--- config.mk ---
export PLATFORM = sky130hd
export DESIGN_NAME = mem_copy_engine
export DESIGN_NICKNAME = d
export VERILOG_FILES = /design/src/rtl/mem_pkg.sv /design/src/rtl/mem_copy_engine.sv
export SDC_FILE = /design/constraint.sdc
export NUM_CORES = 1
export LEC_CHECK = 0
export BUFFER_PORTS_ARGS = -buffer_cell sky130_fd_sc_hd__buf_4
export CAP_MARGIN = 20
export CELL_PAD_IN_SITES_DETAIL_PLACEMENT = 0
export CELL_PAD_IN_SITES_GLOBAL_PLACEMENT = 1
export CORE_MARGIN = 2
export CORE_UTILIZATION = 44
export CTS_BUF_LIST = sky130_fd_sc_hd__clkbuf_8
export DETAILED_ROUTE_END_ITERATION = 10
export GPL_ROUTABILITY_DRIVEN = 0
export PLACE_DENSITY = 0.88
export RECOVER_POWER = 25
export REMOVE_ABC_BUFFERS = 1
export SYNTH_ARGS = -nofsm -noshare
export SYNTH_HDL_FRONTEND = slang
export SYNTH_SLANG_ARGS = --single-unit
--- constraint.sdc ---
create_clock -name clk -period 3.6 [get_ports clk]
set_input_delay 0.36 -clock clk [delete_from_list [all_inputs] [get_ports clk]]
set_output_delay 0.36 -clock clk [all_outputs]
set_load 0.005 [all_outputs]
--- src/rtl/mem_pkg.sv ---
// Shared widths and FSM state encoding for the memory copy/fill engine.
package mem_pkg;

  localparam int ADDR_W = 8;
  localparam int DATA_W = 8;

  typedef enum logic [2:0] {
    IDLE     = 3'd0,
    RD_ADDR  = 3'd1,
    RD_WAIT  = 3'd2,
    WR       = 3'd3,
    FILL_WR  = 3'd4,
    FILL_GAP = 3'd5,
    FINISH   = 3'd6
  } state_t;

endpackage

--- src/rtl/mem_copy_engine.sv ---
// Byte copy/fill engine driving a synchronous single-port memory.
// Copy takes 3 cycles per byte (address, read wait, write); fill takes 2 (write, gap).
module mem_copy_engine
  import mem_pkg::*;
(
  input  logic              clk,
  input  logic              rst_n,
  // Request: start is accepted only in IDLE; busy rises the cycle after
  // acceptance and falls together with the single-cycle done pulse.
  input  logic              start,
  input  logic              mode,
  input  logic [ADDR_W-1:0] src_addr,
  input  logic [ADDR_W-1:0] dst_addr,
  input  logic [7:0]        length,
  input  logic [DATA_W-1:0] fill_value,
  output logic [ADDR_W-1:0] mem_address,
  output logic [DATA_W-1:0] mem_data_in,
  output logic              mem_write_enable,
  input  logic [DATA_W-1:0] mem_data_out,
  output logic              busy,
  output logic              done,
  output logic [7:0]        remaining,
  output logic [2:0]        dbg_state
);

  state_t              r_state, w_nxt_state;
  logic [ADDR_W-1:0]   r_src, w_nxt_src;
  logic [ADDR_W-1:0]   r_dst, w_nxt_dst;
  logic [7:0]          r_rem, w_nxt_rem;
  logic [ADDR_W-1:0]   r_addr, w_nxt_addr;
  logic [DATA_W-1:0]   r_wdata, w_nxt_wdata;
  logic                r_we, w_nxt_we;
  logic                r_busy, w_nxt_busy;
  logic                r_done, w_nxt_done;

  always_ff @(posedge clk or negedge rst_n) begin
    if (!rst_n) begin
      r_state <= IDLE;
      r_src   <= '0;
      r_dst   <= '0;
      r_rem   <= '0;
      r_addr  <= '0;
      r_wdata <= '0;
      r_we    <= 1'b0;
      r_busy  <= 1'b0;
      r_done  <= 1'b0;
    end else begin
      r_state <= w_nxt_state;
      r_src   <= w_nxt_src;
      r_dst   <= w_nxt_dst;
      r_rem   <= w_nxt_rem;
      r_addr  <= w_nxt_addr;
      r_wdata <= w_nxt_wdata;
      r_we    <= w_nxt_we;
      r_busy  <= w_nxt_busy;
      r_done  <= w_nxt_done;
    end
  end

  // All memory-side outputs are registered: each branch sets what the
  // memory must see during the state being entered.
  always_comb begin
    w_nxt_state = r_state;
    w_nxt_src   = r_src;
    w_nxt_dst   = r_dst;
    w_nxt_rem   = r_rem;
    w_nxt_addr  = r_addr;
    w_nxt_wdata = r_wdata;
    w_nxt_we    = 1'b0;
    w_nxt_busy  = r_busy;
    w_nxt_done  = 1'b0;
    case (r_state)
      IDLE: begin
        if (start) begin
          w_nxt_busy = 1'b1;
          w_nxt_src  = src_addr;
          w_nxt_dst  = dst_addr;
          w_nxt_rem  = length;
          if (length == 8'd0) begin
            w_nxt_state = FINISH;
          end else if (mode) begin
            w_nxt_state = FILL_WR;
            w_nxt_addr  = dst_addr;
            w_nxt_wdata = fill_value;
            w_nxt_we    = 1'b1;
          end else begin
            w_nxt_state = RD_ADDR;
            w_nxt_addr  = src_addr;
          end
        end
      end
      RD_ADDR: begin
        w_nxt_state = RD_WAIT;
      end
      RD_WAIT: begin
        w_nxt_state = WR;
        w_nxt_addr  = r_dst;
        w_nxt_wdata = mem_data_out;
        w_nxt_we    = 1'b1;
      end
      WR: begin
        w_nxt_src = r_src + 8'd1;
        w_nxt_dst = r_dst + 8'd1;
        w_nxt_rem = r_rem - 8'd1;
        if (r_rem != 8'd1) begin
          w_nxt_state = RD_ADDR;
          w_nxt_addr  = r_src + 8'd1;
        end else begin
          w_nxt_state = FINISH;
        end
      end
      FILL_WR: begin
        w_nxt_state = FILL_GAP;
        w_nxt_dst   = r_dst + 8'd1;
        w_nxt_rem   = r_rem - 8'd1;
      end
      FILL_GAP: begin
        if (r_rem != 8'd0) begin
          w_nxt_state = FILL_WR;
          w_nxt_addr  = r_dst;
          w_nxt_we    = 1'b1;
        end else begin
          w_nxt_state = FINISH;
        end
      end
      FINISH: begin
        w_nxt_done  = 1'b1;
        w_nxt_busy  = 1'b0;
        w_nxt_state = IDLE;
      end
      default: begin
        w_nxt_state = IDLE;
      end
    endcase
  end

  assign mem_address      = r_addr;
  assign mem_data_in      = r_wdata;
  assign mem_write_enable = r_we;
  assign busy             = r_busy;
  assign done             = r_done;
  assign remaining        = r_rem;
  assign dbg_state        = r_state;

endmodule

# Word-level counts from Yosys, hierarchy flattened
# Cells that the tools add are included.
# Widths: inputs -> output; s select.
totals:
  ff_bits: 46
  latchBits: 0
  ramBits: 0
  romBits: 0
  in_bits: 44
  out_inout_bits: 30
  word_cells: 68
  mem_count: 0
op_classes:
  addsub: 3
  mul: 0
  div_mod_pow: 0
  n_lt_le_gt_ge: 0
  n_eq_ne: 12
  shift: 0
  muxes: 30
  bitwise: 0
  reduce_logical: 14
ops:
  columns: ["cell", "count"]
  rows:
  - ["$mux 8", 11]
  - ["$pmux 8 s2", 4]
  - ["$pmux 8 s4", 1]
  - ["$pmux 3 s6", 1]
  - ["$add 8x1->8 const B", 2]
  - ["$mux 3", 4]
  - ["$ne 2x2->1 const B", 5]
  - ["$eq 3x3->1 const B", 3]
  - ["$logic_not 8->1", 1]
  - ["$ne 8x1->1 const B", 1]
  - ["$reduce_bool 2->1", 4]
  - ["$reduce_bool 8->1", 1]
  - ["$sub 8x1->8 const B", 1]
  - ["$eq 3x2->1 const B", 2]
  - ["$mux 1", 6]
  - ["$reduce_and 2->1", 3]
  - ["$reduce_and 5->1", 1]
  - ["$reduce_and 4->1", 1]
  - ["$reduce_bool 4->1", 1]
  - ["$eq 3x1->1 const B", 1]
  - ["$logic_not 3->1", 1]
  - ["$pmux 1 s3", 1]
  - ["$mux 2", 1]
  - ["$pmux 1 s2", 1]
  - ["$reduce_or 2->1", 1]

# Depth between registers and ports, before layout
depth:
  depth_word: 4
  mapped_depth: 8
  ltp_nobuf: 7

# Least setup slack after synthesis
# No wires, ideal clock.
synth_timing:
  path_type: "reg-to-reg"
  start: "register r_rem[0] (netlist: remaining[0])"
  end: "register r_addr[2] (netlist: mem_address[2])"
  setup_ns: 0.125
  arrival_ns: 1.750
  required_ns: 3.475
  setup_slack_ns: 1.725
  stages_incl_launch_ff: 7
  n_path_buf: 0
  synth_period_minus_slack_ns: 1.875
  path_cell_list: "dfrtp_1 -> inv_1 -> ha_1 -> nor4b_1 -> a21oi_1 -> o21ai_4 -> mux2_4"
synth_via:
  elab_chain_cells: 3
  elab_cells_between_ends: 5
  classes_between: "eq/ne (3); reduce/logical (2)"
synth_rtl:
  columns: ["item", "line_no", "text"]
  rows:
  - ["from (decl)", "mem_copy_engine.sv:29", "logic [7:0] r_rem, w_nxt_rem;"]
  - ["from (signal assigned)", "mem_copy_engine.sv:51", "r_rem <= w_nxt_rem;"]
  - ["$ne 8x1->1 / $reduce_bool 8->1 (equally long branches)", "mem_copy_engine.sv:105, mem_copy_engine.sv:118", null]
  - ["$ne 2x2->1 (no line)", null, null]
  - ["$reduce_and 5->1 (no line) *", null, null]
  - ["to (signal assigned)", "mem_copy_engine.sv:52", "r_addr <= w_nxt_addr;"]
  - ["to (decl)", "mem_copy_engine.sv:30", "logic [ADDR_W-1:0] r_addr, w_nxt_addr;"]
# Every way passes the cells marked *; elsewhere a longest branch is shown, timed or not.
# A chain may end at the register's enable or synchronous reset.

# Worst setup path in the final report
layout_timing:
  start: "register r_state[2] (netlist: dbg_state[2])"
  end: "register r_rem[5] (netlist: remaining[5])"
layout_via:
  elab_chain_cells: 4
  elab_cells_between_ends: 8
  classes_between: "eq/ne (3); mux (1); reduce/logical (4)"
layout_rtl:
  columns: ["item", "line_no", "text"]
  rows:
  - ["from (decl)", "mem_copy_engine.sv:26", "state_t r_state, w_nxt_state;"]
  - ["from (signal assigned)", "mem_copy_engine.sv:48", "r_state <= w_nxt_state;"]
  - ["$eq 3x2->1 / $eq 3x3->1 (equally long branches)", "mem_copy_engine.sv:72", "case (r_state)"]
  - ["$reduce_or 2->1 (no line)", null, null]
  - ["$reduce_bool 2->1 (no line)", null, null]
  - ["$reduce_and 2->1 (no line)", null, null]
# Several ways; a longest one is shown, not always the timed one.

==> results.md <==
| Quantity | This run |
| --- | --- |
| Setup TNS after final layout | 0 ps |
| Worst hold margin | 313.0 ps |
| Post-route DRC violation count | 0 |
| Root buf cell | sky130_fd_sc_hd__clkbuf_8 |
| Area of the mapped netlist | 2868 µm² |
| Predominant post-synthesis flop cell | sky130_fd_sc_hd__dfrtp_1 |
| Unrepaired setup endpoints after global routing | false |
| Largest cells by area after synthesis | sky130_fd_sc_hd__dfrtp_1 40%, sky130_fd_sc_hd__mux2i_1 5.2%, sky130_fd_sc_hd__a21oi_1 5.1%, sky130_fd_sc_hd__nor2_1 4.3%, sky130_fd_sc_hd__o21ai_0 4.0% |
| Share of the synthesized area in the top cell type | 40.14% |
| Net switching power | 1446 µW |
| First-pass iteration count of the detailed router | 5 |
| Category of the critical setup timing path | reg2reg |
| Number of buffers between clock root and the deepest sink | 2 |
| Path category of the worst min-delay check | in2reg |
| Routed Wire Length | 7.397 mm |
| Fmax | 397.3 MHz |
| Final min period | 2517 ps |
| Half-perimeter wire length after detailed placement | 5.388 mm |
| Boundary Pins | 74 |
| DRT iter0 DRCs | 244 |
| Number of failing hold endpoints at the final stage | 0 |
| Reg-to-reg endpoint | remaining[5] |
| Synth Warn # | 0 |
| CTS tree | built |
| Status | finished, violations left |
| Arrival time of data at the critical path endpoint | 2670 ps |
| Req. time, crit path | 3750 ps |
| Wire length of the first global-routing pass | 12.39 mm |
| Sort of element at the start of the critical path | flop |
| Largest net degree at the start of global routing | 47 |
| Detail-routed via count per cell | 5.734 |
| Total CTS buffers | 5 |
| Seq cells post-synth | 46 |
| Slew at the pin closest to its max-slew limit | 2478 ps |
| Most repeated cell in the gate-level netlist after synthesis | sky130_fd_sc_hd__dfrtp_1 |
| Max Cap Violations | 1 |
| Remaining max-slew budget at the tightest pin | -65.18% |
| Horizontal die dimension | 84.73 µm |
| CTS H-tree lvls | 2 |
| Setup crit start | dbg_state[2] |
| Area growth from synthesis to layout | 22.64% |
| Quantity of gates resized following cts | 0 |
| Source-to-sink clock delay at the later pin of the worst-skew pair | 300 ps |
| Die Span Y | 84.73 µm |
| Commonest cells post-synth | 46 x sky130_fd_sc_hd__dfrtp_1, 33 x sky130_fd_sc_hd__nor2_1, 29 x sky130_fd_sc_hd__a21oi_1, 29 x sky130_fd_sc_hd__nand2_1, 23 x sky130_fd_sc_hd__o21ai_0 |
| Port buffer count | 73 |
| Max Clock Skew | 9.212 ps |
| Area of the placeable core | 6314 µm² |
| Critical R2R Launch | dbg_state[2] |
| Buffers inserted during post-CTS setup optimization | 0 |
| R2R depth | 5 |
| Sequential share of power | 33.0% |
| Number of rows in the core area | 29 |
| Final nets | 429 |
| Clock Pin Slew Worst Setup and Hold Paths | 90 ps |
| Routed length per placed instance | 16.15 µm |
| Via count of the first global-routing pass | 2461 |
| Launch instance of the worst min-delay path | src_addr[0] |
| Largest area contributor in the netlist | sky130_fd_sc_hd__dfrtp_1 |
| Cell internal pwr | 1830 µW |
| # hold bufs at CTS | 0 |
| Combinational group share of total power | 57.1% |
| Proportion of synthesized flip-flops having asynchronous set or reset | 100.0% |
| Worst IR Drop VDD | 414.9 µV |
| Failing checks | capacitance limit, slew limit |
| Switching Share | 44.15% |
| Sort of element at the end of the critical path | flop |
| Count of nets left with antenna violations after detail routing | 0 |
| Final design area excluding fillers | 3517 µm² |
| GR Util All Layers | 21.35% |
| Initial Util | 45.42% |
| Layout cells sized above 1 | 25.98% |
| Via count | 2626 |
| Count of flip-flops with a built-in enable after synthesis | 0 |
| Clk sinks | 46 |
| Final number of max-transition violations | 47 |
| Total Power Consumption | 3276 µW |
| DIE AREA | 7179 µm² |
| Total leakage power | 0.001576 µW |
| Number of antenna diodes | 0 |
| Distinct cell type count of the synthesized netlist | 56 |
| Grt ovf | 0 |
| Worst-case hold path end point | r_src[0] |
| Placed inst area | 3430 µm² |
| Share of the clock period used by the worst path | 69.91% |
| Share of the yosys chip area belonging to registers | 40.14% |
| Fillcell total | 595 |
| Count of final setup violators | 0 |
| Average footprint of a synthesized cell | 9.075 µm² |
| Synthesized instance count | 316 |
| Power per Cell Area | 931.5 nW/µm² |
| Relative contribution of the clock network to total power | 9.9% |
| Largest fanout on the critical path | 24 |
| Antenna violations before repair | 0 |
| Hold depth | 3 |
| Slack of the worst reg-to-reg path | 1080 ps |
## final cells by class
class	instances	area, µm²	area share (%)
inverters	11	41.29	1.174
repair buffers	74	551.8	15.69
well taps	77	96.34	2.739
clock buffers	6	82.58	2.348
clock inverters	2	8.758	0.2490
multi-input cells	242	1585	45.07
flip-flops and latches	46	1151	32.73
## per-stage QoR
| step | setup WS (ps) | util, % | instances |
|---|---|---|---|
| after floorplan | 1614 | - | 299 |
| after global placement | 1281 | 54.32 | 450 |
| after detailed placement | 1162 | 54.32 | 450 |
| after CTS | 1158 | 55.77 | 458 |
| after global routing | 857.4 | 55.71 | 458 |
| final | 1083 | 55.71 | 458 |
## critical path, stage by stage, from the launching register on
cell,delay (ps)
sky130_fd_sc_hd__dfrtp_1,630
sky130_fd_sc_hd__and3b_1,720
sky130_fd_sc_hd__a21o_1,600
sky130_fd_sc_hd__nand3_1,170
sky130_fd_sc_hd__o21ai_0,130
sky130_fd_sc_hd__a21oi_1,110
## cells in the final DEF (no fill, tap or decap), drive strengths merged, types with 7 or more instances in the layout
cell type | netlist | final
mux2 | 8 | 8
nor2 | 34 | 34
buf | 12 | 73
nand3 | 14 | 14
clkbuf | 5 | 7
and3 | 8 | 8
o21ai | 25 | 25
nand2 | 29 | 29
inv | 11 | 12
dfrtp | 46 | 46
a21oi | 31 | 31
mux2i | 15 | 15
## registers in the layout, indices dropped and copies added, names as in the netlist
signal,count
mem_address,8
mem_write_enable,1
busy,1
mem_data_in,8
dbg_state,3
r_src,8
r_dst,8
remaining,8
done,1
## logic make-up (layout without fill, tap and decap cells)
logic type | count (synthesis) | after routing | synth area share (%)
compound gates | 100 | 100 | 23.43
xor+xnor | 7 | 7 | 2.138
mux | 23 | 23 | 9.293
buf+inv | 28 | 93 | 4.581
flops | 46 | 46 | 40.14
simple gates | 107 | 107 | 18.24
fa+ha+maj | 5 | 5 | 2.182
## how the worst max path moves through the flow
stage | slack, ps | end
5_1_grt | 860 | mem_address[5]
4_1_cts | 1160 | remaining[5]
2_1_floorplan | 1610 | r_dst[4]
6_report | 1080 | remaining[5]
3_3_place_gp | 1280 | r_dst[4]
3_5_place_dp | 1160 | remaining[5]
## layer usage
| metal | share of wire [%] | track usage [%] |
|---|---|---|
| met5 | 0 | 0 |
| met4 | 1.1 | 5.772 |
| met3 | 6.5 | 4.031 |
| met2 | 45 | 32.57 |
| met1 | 47 | 31.18 |
## power groups by stage
stage	registers (µW)	clock network (µW)	logic [µW]
finish	1080	324	1870
detailed placement	1090	0	1870
CTS	1080	335	1880
global route	1130	357	2090
floorplan	1030	0	1260
global placement	1070	0	1830
No activity file was read; power rests on OpenSTA's default activity.
